===== src/rtl/axi_txn_throttle.sv =====
// AXI outstanding-transaction throttle: caps in-flight read/write bursts, keeps W behind AW, supports drain.
// Optional stall statistics counter enabled by `define AXI_TXN_THROTTLE_STATS_EN.
module axi_txn_throttle #(
    parameter int unsigned MAX_READ_TXNS  = 10,
    parameter int unsigned MAX_WRITE_TXNS = 12
) (
    input  logic        clk_i,
    input  logic        rst_i,
    input  logic        slv_aw_valid_i,
    output logic        slv_aw_ready_o,
    output logic        mst_aw_valid_o,
    input  logic        mst_aw_ready_i,
    input  logic        slv_ar_valid_i,
    output logic        slv_ar_ready_o,
    output logic        mst_ar_valid_o,
    input  logic        mst_ar_ready_i,
    input  logic        slv_w_valid_i,
    input  logic        slv_w_last_i,
    output logic        slv_w_ready_o,
    output logic        mst_w_valid_o,
    input  logic        mst_w_ready_i,
    input  logic        b_valid_i,
    input  logic        b_ready_i,
    input  logic        r_valid_i,
    input  logic        r_ready_i,
    input  logic        r_last_i,
    input  logic        drain_i,
    output logic        drained_o,
    output logic [7:0]  rd_cnt_o,
    output logic [7:0]  wr_cnt_o,
    output logic        err_o,
    output logic [31:0] stall_cnt_o
);

    localparam int unsigned CNT_W = 8;
    localparam logic [CNT_W-1:0] RD_MAX = CNT_W'(MAX_READ_TXNS);
    localparam logic [CNT_W-1:0] WR_MAX = CNT_W'(MAX_WRITE_TXNS);

    typedef enum logic [1:0] {
        RUN      = 2'd0,
        DRAINING = 2'd1,
        DRAINED  = 2'd2
    } state_t;

    state_t           state;
    logic [CNT_W-1:0] rd_cnt;
    logic [CNT_W-1:0] wr_cnt;
    logic [CNT_W-1:0] w_credit;

    logic aw_allow, ar_allow, w_allow;
    logic aw_hs, ar_hs, w_last_hs, b_hs, r_last_hs;

    // Allows depend only on registered state; reset forces them low.
    assign aw_allow = ~rst_i & (state == RUN) & (wr_cnt < WR_MAX);
    assign ar_allow = ~rst_i & (state == RUN) & (rd_cnt < RD_MAX);
    assign w_allow  = ~rst_i & (w_credit != '0);

    assign mst_aw_valid_o = slv_aw_valid_i & aw_allow;
    assign slv_aw_ready_o = mst_aw_ready_i & aw_allow;
    assign mst_ar_valid_o = slv_ar_valid_i & ar_allow;
    assign slv_ar_ready_o = mst_ar_ready_i & ar_allow;
    assign mst_w_valid_o  = slv_w_valid_i & w_allow;
    assign slv_w_ready_o  = mst_w_ready_i & w_allow;

    assign aw_hs     = slv_aw_valid_i & mst_aw_ready_i & aw_allow;
    assign ar_hs     = slv_ar_valid_i & mst_ar_ready_i & ar_allow;
    assign w_last_hs = slv_w_valid_i & mst_w_ready_i & w_allow & slv_w_last_i;
    assign b_hs      = b_valid_i & b_ready_i;
    assign r_last_hs = r_valid_i & r_ready_i & r_last_i;

    assign rd_cnt_o = rd_cnt;
    assign wr_cnt_o = wr_cnt;

    // Outstanding counters; a decrement of an empty counter holds at zero and flags an error.
    always_ff @(posedge clk_i) begin
        if (rst_i) begin
            rd_cnt   <= '0;
            wr_cnt   <= '0;
            w_credit <= '0;
            err_o    <= 1'b0;
        end else begin
            unique case ({aw_hs, b_hs})
                2'b10:   wr_cnt <= wr_cnt + CNT_W'(1);
                2'b01:   if (wr_cnt == '0) err_o <= 1'b1; else wr_cnt <= wr_cnt - CNT_W'(1);
                default: wr_cnt <= wr_cnt;
            endcase
            unique case ({ar_hs, r_last_hs})
                2'b10:   rd_cnt <= rd_cnt + CNT_W'(1);
                2'b01:   if (rd_cnt == '0) err_o <= 1'b1; else rd_cnt <= rd_cnt - CNT_W'(1);
                default: rd_cnt <= rd_cnt;
            endcase
            unique case ({aw_hs, w_last_hs})
                2'b10:   if (w_credit != '1) w_credit <= w_credit + CNT_W'(1);
                2'b01:   if (w_credit == '0) err_o <= 1'b1; else w_credit <= w_credit - CNT_W'(1);
                default: w_credit <= w_credit;
            endcase
        end
    end

    // Drain sequencing; drained_o tracks entry into and exit from DRAINED.
    always_ff @(posedge clk_i) begin
        if (rst_i) begin
            state     <= RUN;
            drained_o <= 1'b0;
        end else begin
            unique case (state)
                RUN: begin
                    if (drain_i) state <= DRAINING;
                end
                DRAINING: begin
                    if (!drain_i) begin
                        state <= RUN;
                    end else if (rd_cnt == '0 && wr_cnt == '0 && w_credit == '0) begin
                        state     <= DRAINED;
                        drained_o <= 1'b1;
                    end
                end
                DRAINED: begin
                    if (!drain_i) begin
                        state     <= RUN;
                        drained_o <= 1'b0;
                    end
                end
                default: begin
                    state     <= RUN;
                    drained_o <= 1'b0;
                end
            endcase
        end
    end

`ifdef AXI_TXN_THROTTLE_STATS_EN
    logic        stall;
    logic [31:0] stall_cnt;

    assign stall = (slv_aw_valid_i & ~aw_allow) | (slv_ar_valid_i & ~ar_allow);

    // Saturating count of cycles with a blocked AW or AR request.
    always_ff @(posedge clk_i) begin
        if (rst_i) begin
            stall_cnt <= '0;
        end else if (stall && stall_cnt != '1) begin
            stall_cnt <= stall_cnt + 32'd1;
        end
    end

    assign stall_cnt_o = stall_cnt;
`else
    assign stall_cnt_o = '0;
`endif

endmodule


===== config.mk =====
export PLATFORM = sky130hd
export DESIGN_NAME = axi_txn_throttle
export DESIGN_NICKNAME = d
export VERILOG_FILES = /design/src/rtl/axi_txn_throttle.sv
export SDC_FILE = /design/constraint.sdc
export NUM_CORES = 1
export LEC_CHECK = 0
export ABC_AREA = 1
export ABC_CLOCK_PERIOD_IN_PS = 5200
export BUFFER_PORTS_ARGS = -buffer_cell sky130_fd_sc_hd__buf_2
export CAP_MARGIN = 30
export CORE_UTILIZATION = 57
export CTS_CLUSTER_SIZE = 14
export DETAILED_ROUTE_END_ITERATION = 12
export PLACE_DENSITY = 0.86
export SLEW_MARGIN = 20
export SYNTH_ARGS = -nofsm -noshare
export SYNTH_HDL_FRONTEND = slang
export SYNTH_SLANG_ARGS = --single-unit

===== constraint.sdc =====
create_clock -name clk_i -period 5.2 [get_ports clk_i]
set_input_delay 1.04 -clock clk_i [delete_from_list [all_inputs] [get_ports clk_i]]
set_output_delay 1.04 -clock clk_i [all_outputs]
set_load 0.02 [all_outputs]

After elaboration in Yosys (flattened, before gate mapping)
Index checks and enable logic that the tools add are counted.
- add/subtract/negate cells: 6
- multiply operators: 0
- divide/modulo/power cells: 0
- order comparisons: 2
- eq/ne operators: 18
- shift operators: 0
- multiplexer cells: 22
- bitwise logic cells: 22
- reductions and logical operators: 15
- operators with widths (operator ; number):
    one-hot mux 8 bit (2 select lines) ; 3
    2-to-1 mux 8 bit ; 4
    adder 8 x 1 -> 8 bit, second input constant ; 3
    logical NOT 8 bit ; 3
    subtractor 8 x 1 -> 8 bit, second input constant ; 3
    bitwise AND 1 bit ; 20
    less-than comparator 8 x 4 -> 1 bit, second input constant ; 2
    != test 2 bit, second input constant ; 8
    2-to-1 mux 1 bit ; 9
    equality test 2 x 1 -> 1 bit, second input constant ; 4
    equality test 2 bit, second input constant ; 4
    2-to-1 mux 2 bit ; 4
    != test 8 bit, second input constant ; 1
    nonzero test 8 bit ; 1
    one-hot mux 2 bit (3 select lines) ; 1
    AND reduction 3 bit ; 2
    nonzero test 2 bit ; 3
    AND reduction 2 bit ; 2
    AND reduction 4 bit ; 1
    != test 3 bit, second input constant ; 1
    one-hot mux 1 bit (3 select lines) ; 1
    logical AND 1 bit ; 2
    logical NOT 2 bit ; 1
    NOT 1 bit ; 2
- flip-flop bits (word level): 28
- latch bits: 0
- RAM bits: 0
- ROM bits: 0
- bits of input ports: 15
- output and inout port bits: 56
- word-level logic and storage cells: 91
- memories: 0

Depth between registers and ports, before layout
Gate-level depths: netlist of the first run.
- word-level depth: 10
- depth in mapped cells: 21

Least setup slack after synthesis of the first run
OpenSTA, ideal clock, no wires.
- path kind: input -> register
- start point: input port rst_i
- end point: register w_credit[7]
- setup time: 0.120 ns
- data arrival time: 3.418 ns
- slack: 1.662 ns
- stages on the path: 17
- path buffers: 1
- cell sequence: buf_6 > clkinv_2 > nand3_2 > nor2_4 > inv_1 > nor2_1 > nand2_1 > ha_1 > ha_1 > a21oi_1 > nand2_1 > nand4_1 > o211ai_1 > o21ai_0 > a21oi_1 > o21ai_0 > a21oi_1
- longest elaborated chain between the ends: 7
- ends and longest elaborated chain (element ; line ; RTL):
    start: declaration ; 8 ; input logic rst_i,
    NOT 1 bit ; 54, 56 ;
    bitwise AND 1 bit, on equally long branches ; 56, 54 ;
    bitwise AND 1 bit, on equally long branches ; 67, 54 ;
    bitwise AND 1 bit, on equally long branches ; 67, 65 ;
    equality test 2 x 1 -> 1 bit or equality test 2 bit (tied branches) ; 92 ; unique case ({aw_hs, w_last_hs})
    != test 2 bit (no line) or nonzero test 2 bit (tied branches) ; n/a ;
    AND reduction 3 bit (no line) ; n/a ;
    end signal: assignment ; 93 ; 2'b10: if (w_credit != '1) w_credit <= w_credit + CNT_W'(1);
    end signal: assignment ; 95 ; default: w_credit <= w_credit;
    end: declaration ; 48 ; logic [CNT_W-1:0] w_credit;
Several ways; a longest one is shown, not always the timed one.
A chain may end at the register's enable or synchronous reset.

Worst setup path after layout of the first run
Ends and elaborated chain as after synthesis.

==> results of run 1 <==
## through the flow
step           hold slack, ps  power [mW]  std cells   util  setup slack, ps
3_5_place_dp              451       0.625        476  0.631             1410
6_report                  489       0.802        480  0.648             1660
5_1_grt                   508       0.862        480  0.648             1360
2_1_floorplan             422       0.564        428      -             1660
3_3_place_gp              441       0.617        476  0.631             1560
4_1_cts                   476       0.798        480  0.648             1710
## power by group
group | switching, mW | internal [mW] | total, mW
sequential | 0.0441 | 0.243 | 0.287
clock | 0.0731 | 0.103 | 0.176
combinational | 0.232 | 0.107 | 0.339
total | 0.349 | 0.453 | 0.802
## flip-flops by register name (all words and copies together), names as in the netlist
| register | count |
|---|---|
| err_o | 1 |
| w_credit | 8 |
| rd_cnt_o | 8 |
| drained_o | 1 |
| state | 2 |
| wr_cnt_o | 8 |
## cell usage in the layout, fill, tap and decap left out, drive strengths merged, types with 4 or more instances in the layout
cell type | synthesis | routed
a211oi | 4 | 4
a21oi | 24 | 24
buf | 38 | 38
conb | 1 | 32
dfxtp | 28 | 28
ha | 10 | 10
inv | 65 | 65
nand2 | 94 | 94
nand3 | 39 | 39
nand4 | 5 | 5
nor2 | 30 | 30
o211ai | 4 | 4
o21ai | 25 | 25
or2 | 5 | 5
## worst reg2reg max path, delay by kind of cell, from the launching register on
kind            cells  cell delay [ps]
flops               1              350
fa+ha+maj           2              760
buf+inv             3              280
simple gates        7              820
compound gates      6              720
## layout make-up
type | count | share of cell area
multi-input combinational | 292 | 0.575
sequential | 28 | 0.209
inverter | 68 | 0.0955
timing repair buffer | 38 | 0.0708
tap | 50 | 0.0233
clock buffer | 3 | 0.0154
clock inverter | 1 | 0.0112
## per-layer routing
layer	wire, um	share of wire	global-route usage
met5	0	0	0
met1	2480	0.44	0.302
met2	2710	0.48	0.471
met3	363	0.065	0.0362
met4	61	0.011	0.0765
## synthesized netlist by cell type, types with 3 or more instances
| cell type | count | area [um2] |
|---|---|---|
| sky130_fd_sc_hd__a211oi_1 | 4 | 30.0 |
| sky130_fd_sc_hd__a21oi_1 | 23 | 115 |
| sky130_fd_sc_hd__buf_4 | 33 | 248 |
| sky130_fd_sc_hd__buf_6 | 3 | 33.8 |
| sky130_fd_sc_hd__dfxtp_1 | 28 | 561 |
| sky130_fd_sc_hd__ha_1 | 10 | 125 |
| sky130_fd_sc_hd__inv_1 | 63 | 236 |
| sky130_fd_sc_hd__nand2_1 | 83 | 312 |
| sky130_fd_sc_hd__nand2_2 | 8 | 50.1 |
| sky130_fd_sc_hd__nand2_4 | 3 | 33.8 |
| sky130_fd_sc_hd__nand3_1 | 36 | 180 |
| sky130_fd_sc_hd__nand4_1 | 5 | 31.3 |
| sky130_fd_sc_hd__nor2_1 | 26 | 97.6 |
| sky130_fd_sc_hd__nor4_1 | 3 | 18.8 |
| sky130_fd_sc_hd__o211ai_1 | 4 | 30.0 |
| sky130_fd_sc_hd__o21ai_0 | 15 | 75.1 |
| sky130_fd_sc_hd__o21ai_1 | 9 | 45.0 |
| sky130_fd_sc_hd__o41ai_1 | 3 | 26.3 |
| sky130_fd_sc_hd__or2_1 | 3 | 18.8 |
| sky130_fd_sc_hd__xnor2_1 | 3 | 26.3 |
| sky130_fd_sc_hd__xor2_1 | 3 | 26.3 |
## how the worst max path moves through the flow
stage | start | endpoint | slack [ps] | cells after the start
after floorplan | rst_i | w_credit[7] | 1660 | 17
after CTS | rst_i | w_credit[7] | 1710 | 17
after detailed placement | rst_i | w_credit[7] | 1410 | 17
after global routing | rst_i | w_credit[7] | 1360 | 17
final | rst_i | w_credit[7] | 1660 | 17
after global placement | rst_i | w_credit[7] | 1560 | 17
## cell families (layout without fill, tap and decap cells)
group           after synthesis  in the layout
compound gates               63             63
xor+xnor                      6              6
fa+ha+maj                    11             11
buf+inv                     108            110
flops                        28             28
other cells                   1             32
simple gates                180            180
==> impl_metrics.ini, run 1 <==
[final_layout]
final_antenna_diode_count = 0
multi_input_area_um2 = 1540
layout.nets = 457
area_growth_pct = 5.56
final_area_um2 = 2690
fillerInstances = 386
regArea_um2 = 561
layout-drive-gt1-share = 0.156

[worst_setup_path]
critical_path.max_stage_delay_ps = 390
reg2reg_depth = 18
r2r_setup_slack_ps = 2190
worstSetupStartpointType = input port
crit_path_end_kind = flip-flop
critical_path.top_delay_family = simple AND/OR/NAND/NOR gates
critPathArrivalTime_ps = 3710
crit_path_max_fanout = 23
rr_endpoint = w_credit[7]
critPathRequiredTime_ps = 5380
worst_path_buf_inv = 3
critical-path-top-cell-by-count = sky130_fd_sc_hd__a21oi_1
r2r-start = w_credit[0]
critPathKind = input port to flip-flop
critical_path.slowest_cell = sky130_fd_sc_hd__ha_1
cp_cell_sequence = buf_2 -> clkinv_2 -> nand3_2 -> nor2_4 -> inv_1 -> nor2_1 -> nand2_1 -> ha_1 -> ha_1 -> a21oi_1 -> nand2_1 -> nand4_1 -> o211ai_1 -> o21ai_0 -> a21oi_1 -> o21ai_0 -> a21oi_1

[placed_design]
count_of_buffers_inserted_at_the_top_level_ports = 38
place.gp.congestion = 0.897
postPlaceCellArea_um2 = 2610
dp.final_hpwl_mm = 4.26

[floorplan]
design.die.area_um2 = 4730
starting_density_of_the_core = 0.614
die_h_um = 68.8
floorplan.io_pins = 71
core_um2 = 4140
die_width_um = 68.8
floorplan.rows = 23

[timing]
final_min_period_over_clock_period = 0.680
finalMaxSlewViolations = 0
max_slew.worst_pin.slew_ps = 577
max_freq_ghz = 0.283
hold_violations = 0
timing.final.crit_period_ps = 3540
finalSetupTns_ps = 0
timing.max_slew.rel_slack = 0.612
timing.final.setup_violations = 0
fin_worst_skew_ps = 6.16
rsz0062_at_grt = false

[cts]
clk_root_buffer_cell = sky130_fd_sc_hd__clkbuf_8
path_clk_slew_ps = 100
cts_tree = built
cts.repair_timing.setup_buffer_count = 0
holdBufCountCts = 0
cts.sink_count = 28
htree_levels = 1
clock_latency_ps = 280
cts_inserted_buffers = 3
cts_repair_resize_count = 0
maximum_buffer_depth_of_the_clock_tree = 2

[job]
max_cap_violations = 0

[global_route]
grt_antenna_before_repair = 0
grt_start_max_net_pins = 24
grt_use_total = 0.255
grt_pass1_wl_mm = 9.18
globalRoute.totalOverflow = 0
first_global_vias = 2182

[route]
drt_iter0_markers = 205
wire_per_inst_um = 11.7
drt-pass1-iter-count = 4
total_number_of_vias = 2524
drc = 0
routed_wl_mm = 5.62
via_per_inst = 5.26
postRouteAntennaNets = 0

[synth]
multiplexer_fraction_of_the_synthesized_cell_area = 0
synthesis.instances = 397
xor_xnor_share_of_the_synthesized_area = 0.0207
yosys_most_used_dff = sky130_fd_sc_hd__dfxtp_1
basic_gate_share_of_the_synthesized_area_counting_and_or_nand_and_nor_cells = 0.335
netlist-cell-type-count = 41
synth.avg_cell_area_um2 = 6.41
synth_top_family_by_area = simple AND/OR/NAND/NOR gates
synth-compound-area-share = 0.147
post_synth_fa_ha_maj_area_fraction = 0.0571
mappedNetlistArea_um2 = 2540
yosysWarnings = 0
synth_sequential_area_ratio = 0.220
number_of_synthesized_flops_with_an_enable_pin = 0
ys_seq_elements = 28
ys_async_sr_fraction = 0

[status]
run_status = finished clean

[power_and_ir_drop]
p_leak_nw = 1.53
p_per_area_nw_per_um2 = 299
vdd.ir_drop.worst_uv = 195

[hold_path]
min_path_type = flip-flop to flip-flop
timing.hold.worst_endpoint = w_credit[7]
timing.hold.worst.start = w_credit[7]
hold_path_depth = 1
(Power assumes the default switching activity.)
==> inputs of run 2 (changes only) <==
- ABC_CLOCK_PERIOD_IN_PS: 5200 -> 3100
- CORE_UTILIZATION: 57 -> 48
- PLACE_DENSITY: 0.86 -> 0.77
- clock period: 5.2 -> 3.1 ns (I/O delays scaled with it)
==> impl_metrics.ini, run 2 (synthesized netlist as in run 1, its figures left out) <==
[floorplan]
die_width_um = 74.8
core_um2 = 5110
floorplan.io_pins = 71
design.die.area_um2 = 5590
die_h_um = 74.8
floorplan.rows = 26
starting_density_of_the_core = 0.498

[power_and_ir_drop]
power.combinational.fraction = 0.457
power_switching_mw = 0.580
share_seq_of_total_power = 0.366
internal_cell_power_mw = 0.722
p_clk_frac = 0.178
p_per_area_nw_per_um2 = 472
p_sw_frac = 0.446
p_leak_nw = 1.55
vdd.ir_drop.worst_uv = 244

[route]
via_per_inst = 4.80
total_number_of_vias = 2433
drt-pass1-iter-count = 4
drt_iter0_markers = 144
postRouteAntennaNets = 0
routed_wl_mm = 5.50
wire_per_inst_um = 10.8
drc = 0

[timing]
final_min_period_over_clock_period = 0.855
rsz0062_at_grt = false
timing.final.crit_period_ps = 2650
final_critical_path_setup_slack_ps = 451
fin_worst_skew_ps = 4.46
finalMaxSlewViolations = 0
timing.final.setup_violations = 0
worst_hold_slack_ps = 464
hold_violations = 0
max_slew.worst_pin.slew_ps = 519
max_freq_ghz = 0.377
finalSetupTns_ps = 0
timing.max_slew.rel_slack = 0.651

[hold_path]
timing.hold.worst.start = w_credit[7]
timing.hold.worst_endpoint = w_credit[7]
min_path_type = flip-flop to flip-flop
hold_path_depth = 1

[placed_design]
pre_cts_slack_ps = 83.3
place.gp.congestion = 0.880
count_of_buffers_inserted_at_the_top_level_ports = 38
dp.final_hpwl_mm = 4.28
postPlaceCellArea_um2 = 2690

[final_layout]
fillerInstances = 531
layout_commonest_cell = sky130_fd_sc_hd__nand2_1
final_core_util = 0.541
commonest_cells_after_routing_fill_and_taps_aside = 83 x sky130_fd_sc_hd__nand2_1, 63 x sky130_fd_sc_hd__inv_1, 38 x sky130_fd_sc_hd__buf_2, 36 x sky130_fd_sc_hd__nand3_1, 32 x sky130_fd_sc_hd__conb_1
final_antenna_diode_count = 0
area_growth_pct = 8.56
layout-drive-gt1-share = 0.174
final_area_um2 = 2760
layout.nets = 464

[worst_setup_path]
critPathArrivalTime_ps = 2820
critPathKind = flip-flop to flip-flop
crit_path_end_kind = flip-flop
critPathRequiredTime_ps = 3280
worstSetupStartpointType = flip-flop
rr_endpoint = w_credit[7]
crit_path_max_fanout = 10
reg2reg_depth = 18
r2r_setup_slack_ps = 450
r2r-start = w_credit[0]

[global_route]
grt_pass1_wl_mm = 9.42
grt_antenna_before_repair = 0
globalRoute.totalOverflow = 0
grt_start_max_net_pins = 23
grt_use_total = 0.213
first_global_vias = 2140

[cts]
cts.sink_count = 28
htree_levels = 1
maximum_buffer_depth_of_the_clock_tree = 2
path_clk_slew_ps = 100
cts_repair_resize_count = 0
clk_root_buffer_cell = sky130_fd_sc_hd__clkbuf_8
cts_inserted_buffers = 3
cts.repair_timing.setup_buffer_count = 0
holdBufCountCts = 0
cts_tree = built
clock_latency_ps = 270

[job]
max_cap_violations = 0

[status]
run_status = finished clean
run 2: worst max-delay path by stage:
stage	startpoint	endpoint	cells after the start
floorplan	rst_i	w_credit[7]	17
global placement	rst_i	w_credit[7]	16
detailed placement	rst_i	w_credit[7]	16
CTS	w_credit[0]	w_credit[7]	18
global route	w_credit[0]	w_credit[7]	18
finish	w_credit[0]	w_credit[7]	18
run 2: per-stage QoR:
stage | power, mW | std cells
floorplan | 0.948 | 428
CTS | 1.30 | 507
detailed placement | 1.07 | 503
finish | 1.30 | 507
global route | 1.41 | 507
global placement | 1.06 | 503
run 2: area by class of cell:
cell class,count,area (um2),area share
multi-input cells,292,1560,0.565
flip-flops and latches,28,561,0.203
inverters,68,256,0.0929
repair buffers,45,243,0.0879
well taps,70,87.6,0.0317
clock buffers,4,55.1,0.0199
run 2: worst max-delay path: stages (launching register included):
cell and delay [ps]:
sky130_fd_sc_hd__dfxtp_1 360, sky130_fd_sc_hd__inv_1 110, sky130_fd_sc_hd__nand3_1 90, sky130_fd_sc_hd__nor2_1 200
sky130_fd_sc_hd__nor2_1 60, sky130_fd_sc_hd__inv_1 70, sky130_fd_sc_hd__nor2_1 50, sky130_fd_sc_hd__nand3_1 100
sky130_fd_sc_hd__inv_1 90, sky130_fd_sc_hd__ha_4 210, sky130_fd_sc_hd__ha_1 340, sky130_fd_sc_hd__a21oi_1 160
sky130_fd_sc_hd__nand2_1 120, sky130_fd_sc_hd__nand4_1 90, sky130_fd_sc_hd__o211ai_1 110, sky130_fd_sc_hd__o21ai_1 130
sky130_fd_sc_hd__a21oi_1 60, sky130_fd_sc_hd__o21ai_0 150, sky130_fd_sc_hd__a21oi_1 50
run 2: power by group through the flow:
stage	sequential (mW)	clock (mW)	combinational [mW]
after detailed placement	0.483	0	0.589
after global routing	0.485	0.250	0.679
after floorplan	0.510	0	0.438
final	0.476	0.232	0.595
after CTS	0.475	0.234	0.592
after global placement	0.483	0	0.576
run 2: metal layers:
| metal | track usage | vias up | share of wire |
|---|---|---|---|
| met5 | 0 | - | 0 |
| met2 | 0.374 | 66 | 0.49 |
| met3 | 0.0201 | 4 | 0.044 |
| met4 | 0.0503 | 0 | 0.0069 |
| met1 | 0.281 | 1073 | 0.46 |
| li1 | - | 1290 | - |
